File: config.mk
export PLATFORM = sky130hd
export DESIGN_NAME = i2c_sensor_poller
export DESIGN_NICKNAME = d
export VERILOG_FILES = /design/src/rtl/i2c_sensor_poller.sv
export SDC_FILE = /design/constraint.sdc
export NUM_CORES = 1
export LEC_CHECK = 0
export ABC_AREA = 1
export CAP_MARGIN = 20
export CORE_ASPECT_RATIO = 2
export CORE_MARGIN = 5
export CORE_UTILIZATION = 25
export CTS_CLUSTER_DIAMETER = 200
export DETAILED_ROUTE_END_ITERATION = 8
export DONT_BUFFER_PORTS = 1
export GPL_ROUTABILITY_DRIVEN = 1
export PLACE_DENSITY = 0.5
export SETUP_SLACK_MARGIN = 0.02
export SYNTH_ARGS = -nofsm -noshare
export SYNTH_HDL_FRONTEND = slang
export SYNTH_SLANG_ARGS = --single-unit
File: constraint.sdc
create_clock -name clock -period 5.1 [get_ports clock]
set_clock_uncertainty 0.2 [all_clocks]
set_input_delay 0.765 -clock clock [delete_from_list [all_inputs] [get_ports clock]]
set_output_delay 0.765 -clock clock [all_outputs]
set_load 0.02 [all_outputs]
File: src/rtl/i2c_sensor_poller.sv
// i2c_sensor_poller: autonomous Avalon-MM master that sweeps I2C sensors via the bridge.
// Define I2C_SENSOR_POLLER_TIMESTAMP_EN to add per-sensor sample timestamps.
module i2c_sensor_poller #(
  parameter int unsigned CLOCK_SPEED_HZ = 50_000_000,
  parameter int unsigned POLL_RATE_HZ   = 100,
  parameter int unsigned NUM_SENSORS    = 4,
  parameter logic [6:0]  BASE_ADDR      = 7'h35,
  parameter int unsigned READ_BYTES     = 7
) (
  input  logic        clock,
  input  logic        reset,
  input  logic [4:0]  s_address,
  input  logic        s_write,
  input  logic [31:0] s_writedata,
  input  logic        s_read,
  output logic [31:0] s_readdata,
  output logic [3:0]  m_address,
  output logic        m_write,
  output logic [31:0] m_writedata,
  output logic        m_read,
  input  logic [31:0] m_readdata,
  input  logic        m_waitrequest
);

  localparam int unsigned TICK_PERIOD = CLOCK_SPEED_HZ / POLL_RATE_HZ;
  localparam int unsigned WORDS = (READ_BYTES + 3) / 4;

  typedef enum logic [3:0] {
    IDLE, SEL, WR_ADDR, WR_RW, WR_NB, WR_RO, WR_ENA,
    RD_ACK, RD_USEDW, RD_FIFO, DONE
  } state_t;

  state_t      state, state_n;
  logic        gap, gap_n;
  logic [2:0]  k, k_n;
  logic        widx, widx_n;

  logic        enable;
  logic [3:0]  mask;
  logic [8:0]  status, status_set, status_clr;
  logic [31:0] sweep_count;
  logic [31:0] tick_cnt;
  logic        tick;
  logic        ack_nz;
  logic        fail;
  logic        bad;
  logic [31:0] samples [4][2];

  logic        xfer_state, rd_state, req, done_xfer;
  logic        unused_ok;

  assign unused_ok = ^{s_read, s_writedata[31:9]};

  assign tick = (tick_cnt == 32'(TICK_PERIOD - 1));

  assign xfer_state = state inside {WR_ADDR, WR_RW, WR_NB, WR_RO,
                                    WR_ENA, RD_ACK, RD_USEDW, RD_FIFO};
  assign rd_state   = state inside {RD_ACK, RD_USEDW, RD_FIFO};
  // gap forces one idle cycle between bus transfers
  assign req        = xfer_state && !gap;
  assign m_read     = req && rd_state;
  assign m_write    = req && !rd_state;
  assign done_xfer  = req && !m_waitrequest;
  assign bad        = ack_nz || (m_readdata < 32'(WORDS));

  always_comb begin
    m_address   = '0;
    m_writedata = '0;
    unique case (state)
      WR_ADDR: begin
        m_address   = 4'd0;
        m_writedata = {25'b0, BASE_ADDR + {4'b0, k}};
      end
      WR_RW:    begin m_address = 4'd2; m_writedata = 32'd1; end
      WR_NB:    begin m_address = 4'd4; m_writedata = 32'(READ_BYTES); end
      WR_RO:    begin m_address = 4'd6; m_writedata = 32'd1; end
      WR_ENA:   begin m_address = 4'd3; m_writedata = 32'd1; end
      RD_ACK:   m_address = 4'd5;
      RD_USEDW: m_address = 4'd6;
      RD_FIFO:  m_address = 4'd1;
      default:  ;
    endcase
  end

  always_ff @(posedge clock) begin
    if (reset) begin
      state <= IDLE;
      gap   <= 1'b0;
      k     <= '0;
      widx  <= 1'b0;
    end else begin
      state <= state_n;
      gap   <= gap_n;
      k     <= k_n;
      widx  <= widx_n;
    end
  end

  always_comb begin
    state_n = state;
    gap_n   = gap;
    k_n     = k;
    widx_n  = widx;
    if (gap) begin
      gap_n = 1'b0;
      unique case (state)
        WR_ADDR: state_n = WR_RW;
        WR_RW:   state_n = WR_NB;
        WR_NB:   state_n = WR_RO;
        WR_RO:   state_n = WR_ENA;
        WR_ENA:  state_n = RD_ACK;
        RD_ACK:  state_n = RD_USEDW;
        RD_USEDW: begin
          if (fail) begin
            state_n = SEL;
            k_n     = k + 3'd1;
          end else begin
            state_n = RD_FIFO;
            widx_n  = 1'b0;
          end
        end
        RD_FIFO: begin
          if (widx == 1'(WORDS - 1)) begin
            state_n = SEL;
            k_n     = k + 3'd1;
          end else begin
            widx_n = widx + 1'b1;
          end
        end
        default: state_n = IDLE;
      endcase
    end else begin
      unique case (state)
        IDLE: begin
          if (tick && enable) begin
            state_n = SEL;
            k_n     = '0;
          end
        end
        SEL: begin
          if (!enable)                       state_n = IDLE;
          else if (k >= 3'(NUM_SENSORS))     state_n = DONE;
          else if (mask[k[1:0]])             state_n = WR_ADDR;
          else                               k_n = k + 3'd1;
        end
        DONE:    state_n = IDLE;
        default: if (done_xfer) gap_n = 1'b1;
      endcase
    end
  end

  always_comb begin
    status_set = '0;
    status_clr = '0;
    if (done_xfer && state == RD_USEDW && bad)
      status_set[k[1:0]] = 1'b1;
    if (tick && state != IDLE)
      status_set[8] = 1'b1;
    if (s_write && s_address == 5'd1)
      status_clr = s_writedata[8:0];
  end

  always_ff @(posedge clock) begin
    if (reset) begin
      enable      <= 1'b0;
      mask        <= 4'hF;
      status      <= '0;
      sweep_count <= '0;
      tick_cnt    <= '0;
      ack_nz      <= 1'b0;
      fail        <= 1'b0;
      samples     <= '{default: '0};
    end else begin
      tick_cnt <= tick ? '0 : tick_cnt + 32'd1;
      status   <= (status & ~status_clr) | status_set;
      if (s_write && s_address == 5'd0) enable <= s_writedata[0];
      if (s_write && s_address == 5'd3) mask <= s_writedata[3:0];
      if (state == DONE) sweep_count <= sweep_count + 32'd1;
      if (done_xfer && state == RD_ACK) ack_nz <= |m_readdata;
      if (done_xfer && state == RD_USEDW) fail <= bad;
      if (done_xfer && state == RD_FIFO)
        samples[k[1:0]][widx] <= m_readdata;
    end
  end

`ifdef I2C_SENSOR_POLLER_TIMESTAMP_EN
  logic [31:0] cyc;
  logic [31:0] ts_hold;
  logic [31:0] ts [4];

  always_ff @(posedge clock) begin
    if (reset) begin
      cyc     <= '0;
      ts_hold <= '0;
      ts      <= '{default: '0};
    end else begin
      cyc <= cyc + 32'd1;
      if (done_xfer && state == RD_ACK) ts_hold <= cyc;
      if (done_xfer && state == RD_USEDW && !bad)
        ts[k[1:0]] <= ts_hold;
    end
  end
`endif

  always_comb begin
    s_readdata = 32'hDEAD_BEEF;
    if (s_address == 5'd0) begin
      s_readdata = {31'b0, enable};
    end else if (s_address == 5'd1) begin
      s_readdata = {23'b0, status};
    end else if (s_address == 5'd2) begin
      s_readdata = sweep_count;
    end else if (s_address == 5'd3) begin
      s_readdata = {28'b0, mask};
    end else if (s_address[4:3] == 2'b01) begin
      if ({1'b0, s_address[2:1]} < 3'(NUM_SENSORS) &&
          {1'b0, s_address[0]} < 2'(WORDS))
        s_readdata = samples[s_address[2:1]][s_address[0]];
`ifdef I2C_SENSOR_POLLER_TIMESTAMP_EN
    end else if (s_address[4:2] == 3'b100) begin
      if ({1'b0, s_address[1:0]} < 3'(NUM_SENSORS))
        s_readdata = ts[s_address[1:0]];
`endif
    end
  end

endmodule

=== Word-level counts from Yosys, hierarchy flattened ===
Cells that the tools add are included.

* Register bits after elaboration: 345
* Word-level logic and storage cells: 149
* Input port bits: 74
* Output and inout bits: 70

* Equality and inequality tests: 24
* $lt $le $gt $ge: 11
* Bitwise operators: 7
* Add/sub/neg operators: 5
* Reduce and logical (&&, ||, !) cells: 36
* Multiplexer cells: 47

{| class="wikitable"
|+ Operator list
! cell !! number
|-
| $mux 32 || 9
|-
| $bwmux 256 || 1
|-
| $mux 64 || 3
|-
| $bmux 64 s2 || 1
|-
| $demux 64 s2 || 1
|-
| $add 32x1->32 const B || 2
|-
| $demux 32 s1 || 1
|-
| $eq 32x19->1 const B || 1
|-
| $lt 32x2->1 const B || 1
|-
| $mux 4 || 8
|-
| $pmux 4 s8 || 1
|-
| $reduce_or 32->1 || 1
|-
| $mux 3 || 7
|-
| $pmux 7 s3 || 1
|-
| $ne 3x3->1 const B || 6
|-
| $pmux 3 s6 || 1
|-
| $eq 4x3->1 const B || 4
|-
| $logic_and 1x1->1 || 16
|-
| $eq 4x4->1 const B || 3
|-
| $pmux 3 s2 || 2
|-
| $pmux 4 s3 || 1
|-
| $eq 5x2->1 const B || 2
|-
| $and 9x9->9 || 1
|-
| $ge 3x3->1 const B || 3
|-
| other kinds (39) || 53
|}

=== Depth between registers and ports, before layout ===
* Depth after elaboration: 12
* Mapped depth: 12
* Mapped depth without buffers: 12

=== Worst setup path before layout ===
No wires, ideal clock.

* Path kind: input -> output
* Start point: input s_address[2]
* End point: output s_readdata[10]
* Setup slack: 1.968 ns
* Required time: 4.135 ns
* Data arrival time: 2.167 ns
* Stages on the path: 8
* Buffers on the path: 1
* Cell sequence: clkinv_1 -> nand3_1 -> nor2_1 -> inv_1 -> nor2_2 -> inv_1 -> clkbuf_1 -> o21ai_0

* Word-level cells in the longest chain between the ends: 12
* Elaborated cells on any way between the ends: 16
* Those cells by class: eq/ne (3); mux (11); bitwise (1); reduce/logical (1)

{| class="wikitable"
|+ Ends and longest elaborated chain
! what !! RTL line !! text
|-
| start, declared || 12 || <nowiki>input logic [4:0] s_address,</nowiki>
|-
| $not 2->3 (not written as such) || 218 || <nowiki>s_readdata = samples[s_address[2:1]][s_address[0]];</nowiki>
|-
| $bmux 64 s2 || 218 ||
|-
| $mux 64 (not written as such) (2 in a row) || 218 ||
|-
| $mux 32 (not written as such) (3 in a row) || 218 ||
|-
| $mux 32 || 215 || <nowiki>end else if (s_address[4:3] == 2'b01) begin</nowiki>
|-
| $mux 32 || 213 || <nowiki>end else if (s_address == 5'd3) begin</nowiki>
|-
| $mux 32 || 211 || <nowiki>end else if (s_address == 5'd2) begin</nowiki>
|-
| $mux 32 || 209 || <nowiki>end else if (s_address == 5'd1) begin</nowiki>
|-
| $mux 32 * || 207 || <nowiki>if (s_address == 5'd0) begin</nowiki>
|-
| end, declared || 16 || <nowiki>output logic [31:0] s_readdata,</nowiki>
|}

Mark *: on every way between the ends. The rest lies on a longest branch, timed or not. The select of a mux whose other input is x is not followed.

=== Worst setup path after layout ===
* Start point: input s_address[1]
* End point: output s_readdata[18]

Same word-level chain as after synthesis.

==> results.yml <==
run_status:
  outcome: "complete, no violations"
synth:
  synth_edf_count: 0
  netlist_instances: 2542
  ys.flop_type: "dfxtp_1"
  synthDistinctLibCells: 41
  ys_top_cells_by_area: "dfxtp_1 41%, nand2_1 13%, nor2_1 10%"
  synth_area_sq_mm: 0.0169
  yosysTopAreaCellShare: 0.410
  synth_top_cell_by_area: "dfxtp_1"
  ys_seq_elements: 345
  syn_area_per_cell_sq_um: 6.63
  seq_area_frac_synth: 0.410
  yosys_warnings: 0
  async_flop_share: 0
detailed_routing:
  first_iter_violations: 1259
  drtPass1Iterations: 7
  wl_microns: 65000
  ant_nets: 0
  drc: 0
  vias_per_cell: 4.81
  vias: 16145
  route.detailed.wl_per_inst_microns: 19.4
placed_design:
  gp_congestion: 0.851
  port_buffers: 0
  hpwl_microns: 41200
  place_ws_ns: 1.23
clock_network:
  clkTransAtPathRegs_ns: 0.06
  htreeDepth: 2
  clockRootBuffer: "clkbuf_16"
  insertion_delay_ns: 0.55
  cts_num_sinks: 345
  numCtsBuffers: 37
  cts_tree: "done"
  postCtsSetupRepairBufs: 0
  cts_max_path_buffers: 3
  holdBufCountCts: 0
  cts-resized-gates: 0
cells_and_area:
  antenna_cells: 0
  drive_gt1_frac: 0.0567
  area_delta_synth_final_pct: 10.3
  final_nets: 2528
  final_cell_mix: "574 x nand2_1, 455 x nor2_1, 345 x dfxtp_1"
  final_common_cell: "nand2_1"
worst_setup_path:
  path_class: "input port to output port"
  cp_max_fo: 164
  crit_buf_inv: 3
  crit_path_end_kind: "output port"
  cp.required_ns: 4.14
  slowest_stage: "clkinv_2"
  crit_chain: "clkinv_2 -> buf_12 -> nand2_1 -> nand3_1 -> nand3_1 -> nand3_1 -> nand2_1 -> o21ai_0 -> buf_4"
  arrival_ns: 2.83
  cp-start-kind: "input port"
  critPathTopFamily: "buffers and inverters"
  cpMostUsedCell: "nand3_1"
  crit_path_max_incr_delay_ns: 0.41
job:
  maxCapViolCount: 0
die:
  die_h_microns: 377
  core_area_sq_mm: 0.0669
  num_io_pins: 144
  rows: 134
  dieArea_sq_mm: 0.0730
  initial_core_util: 0.252
  die_w_microns: 194
sta:
  fmax_mhz: 264
  fin_ws_ns: 1.31
  finalSetupViolCount: 0
  finalCriticalPeriod_ns: 3.79
  tns_ns: 0
  relSlewSlack: 0.312
  min_period_over_period: 0.743
  rsz0062_at_grt: "no"
  final_max_slew_viol_count: 0
  hold_viol_final: 0
  worstMarginPinSlew_ns: 1.02
power:
  p_leak_nw: 6.30
  ir_drop_mv: 0.186
  powerDensity_mw_per_mm2: 323
global_routing:
  grt_pass1_vias: 15678
  overflow: 0
  grt_pass1_wl_microns: 97400
  grt_antenna_before_repair: 1
  groute.usage.overall: 0.171
  grt_max_degree: 165
min_path:
  hold_class: "input port to flop"
[where the power goes]
part	internal, W	switching (W)	leakage, nW
combinational	0.000129	0.000353	2.93
clock	0.00161	0.00118	0.596
sequential	0.00271	0.0000199	2.78
[final cells by class]
| class | count | area [sq um] |
|---|---|---|
| well taps | 884 | 1110 |
| inverters | 160 | 608 |
| multi-input cells | 1859 | 8390 |
| clock buffers | 52 | 1060 |
| clock inverters | 9 | 156 |
| flip-flops and latches | 345 | 6910 |
| fillers | 7474 | 48300 |
| repair buffers | 45 | 363 |
[registers in the layout, summed over array words and instances (netlist names), 3 cells and up]
name and count:
samples 256, status 9, mask 4, tick_cnt 32
k 3, sweep_count 32, state 4
[cells in the mapped netlist (8+ instances only)]
master / count
buf_1: 9
nand3_1: 146
nand4_1: 18
buf_6: 21
nor2_1: 456
dfxtp_1: 345
buf_4: 28
nand2_1: 574
inv_1: 146
clkbuf_2: 9
inv_2: 8
o211ai_1: 12
buf_2: 21
xor2_1: 20
a21oi_1: 221
nor3_1: 34
o21ai_1: 20
o221ai_1: 9
o21ai_0: 247
clkbuf_1: 116
[final timing paths]
path	depth (start not counted)	startpoint	slack, ns	end
setup reg to reg	9	state[1]$_SDFFE_PP0P_	2.09	samples[66]$_SDFFE_PP0P_
hold / removal	1	reset	0.09	samples[89]$_SDFFE_PP0P_
hold reg to reg	2	samples[155]$_SDFFE_PP0P_	0.25	samples[155]$_SDFFE_PP0P_
setup / recovery	9	s_address[1]	1.31	s_readdata[18]
[metrics by stage]
step / area, sq um / hold slack [ns] / std cells / power [W] / util
finish: 18600 / 0.0877 / 3354 / 0.00600 / 0.278
global route: 18600 / 0.0700 / 3354 / 0.00622 / 0.278
CTS: 18600 / 0.0848 / 3354 / 0.00608 / 0.278
detailed placement: 17400 / 0.244 / 3293 / 0.00327 / 0.260
global placement: 17400 / 0.235 / 3293 / 0.00327 / 0.260
floorplan: 17000 / 0.218 / 2568 / 0.00319 / -
[cells by family (layout without fill, tap and decap cells)]
kind of cell	after synthesis	after routing	synth area share
xor+xnor	22	22	0.0114
flops	345	345	0.410
fa+ha+maj	6	6	0.00445
other cells	1	27	0.000222
compound gates	533	533	0.166
simple gates	1271	1271	0.310
buf+inv	364	266	0.0991
[routing by layer]
layer | global-route usage | vias to the layer above | wire [microns]
li1 | - | 7960 | -
met1 | 0.182 | 7590 | 23500
met2 | 0.321 | 453 | 33700
met3 | 0.0293 | 142 | 3930
met4 | 0.0905 | 0 | 3860
met5 | 0 | - | 0
(Power assumes the default switching activity.)
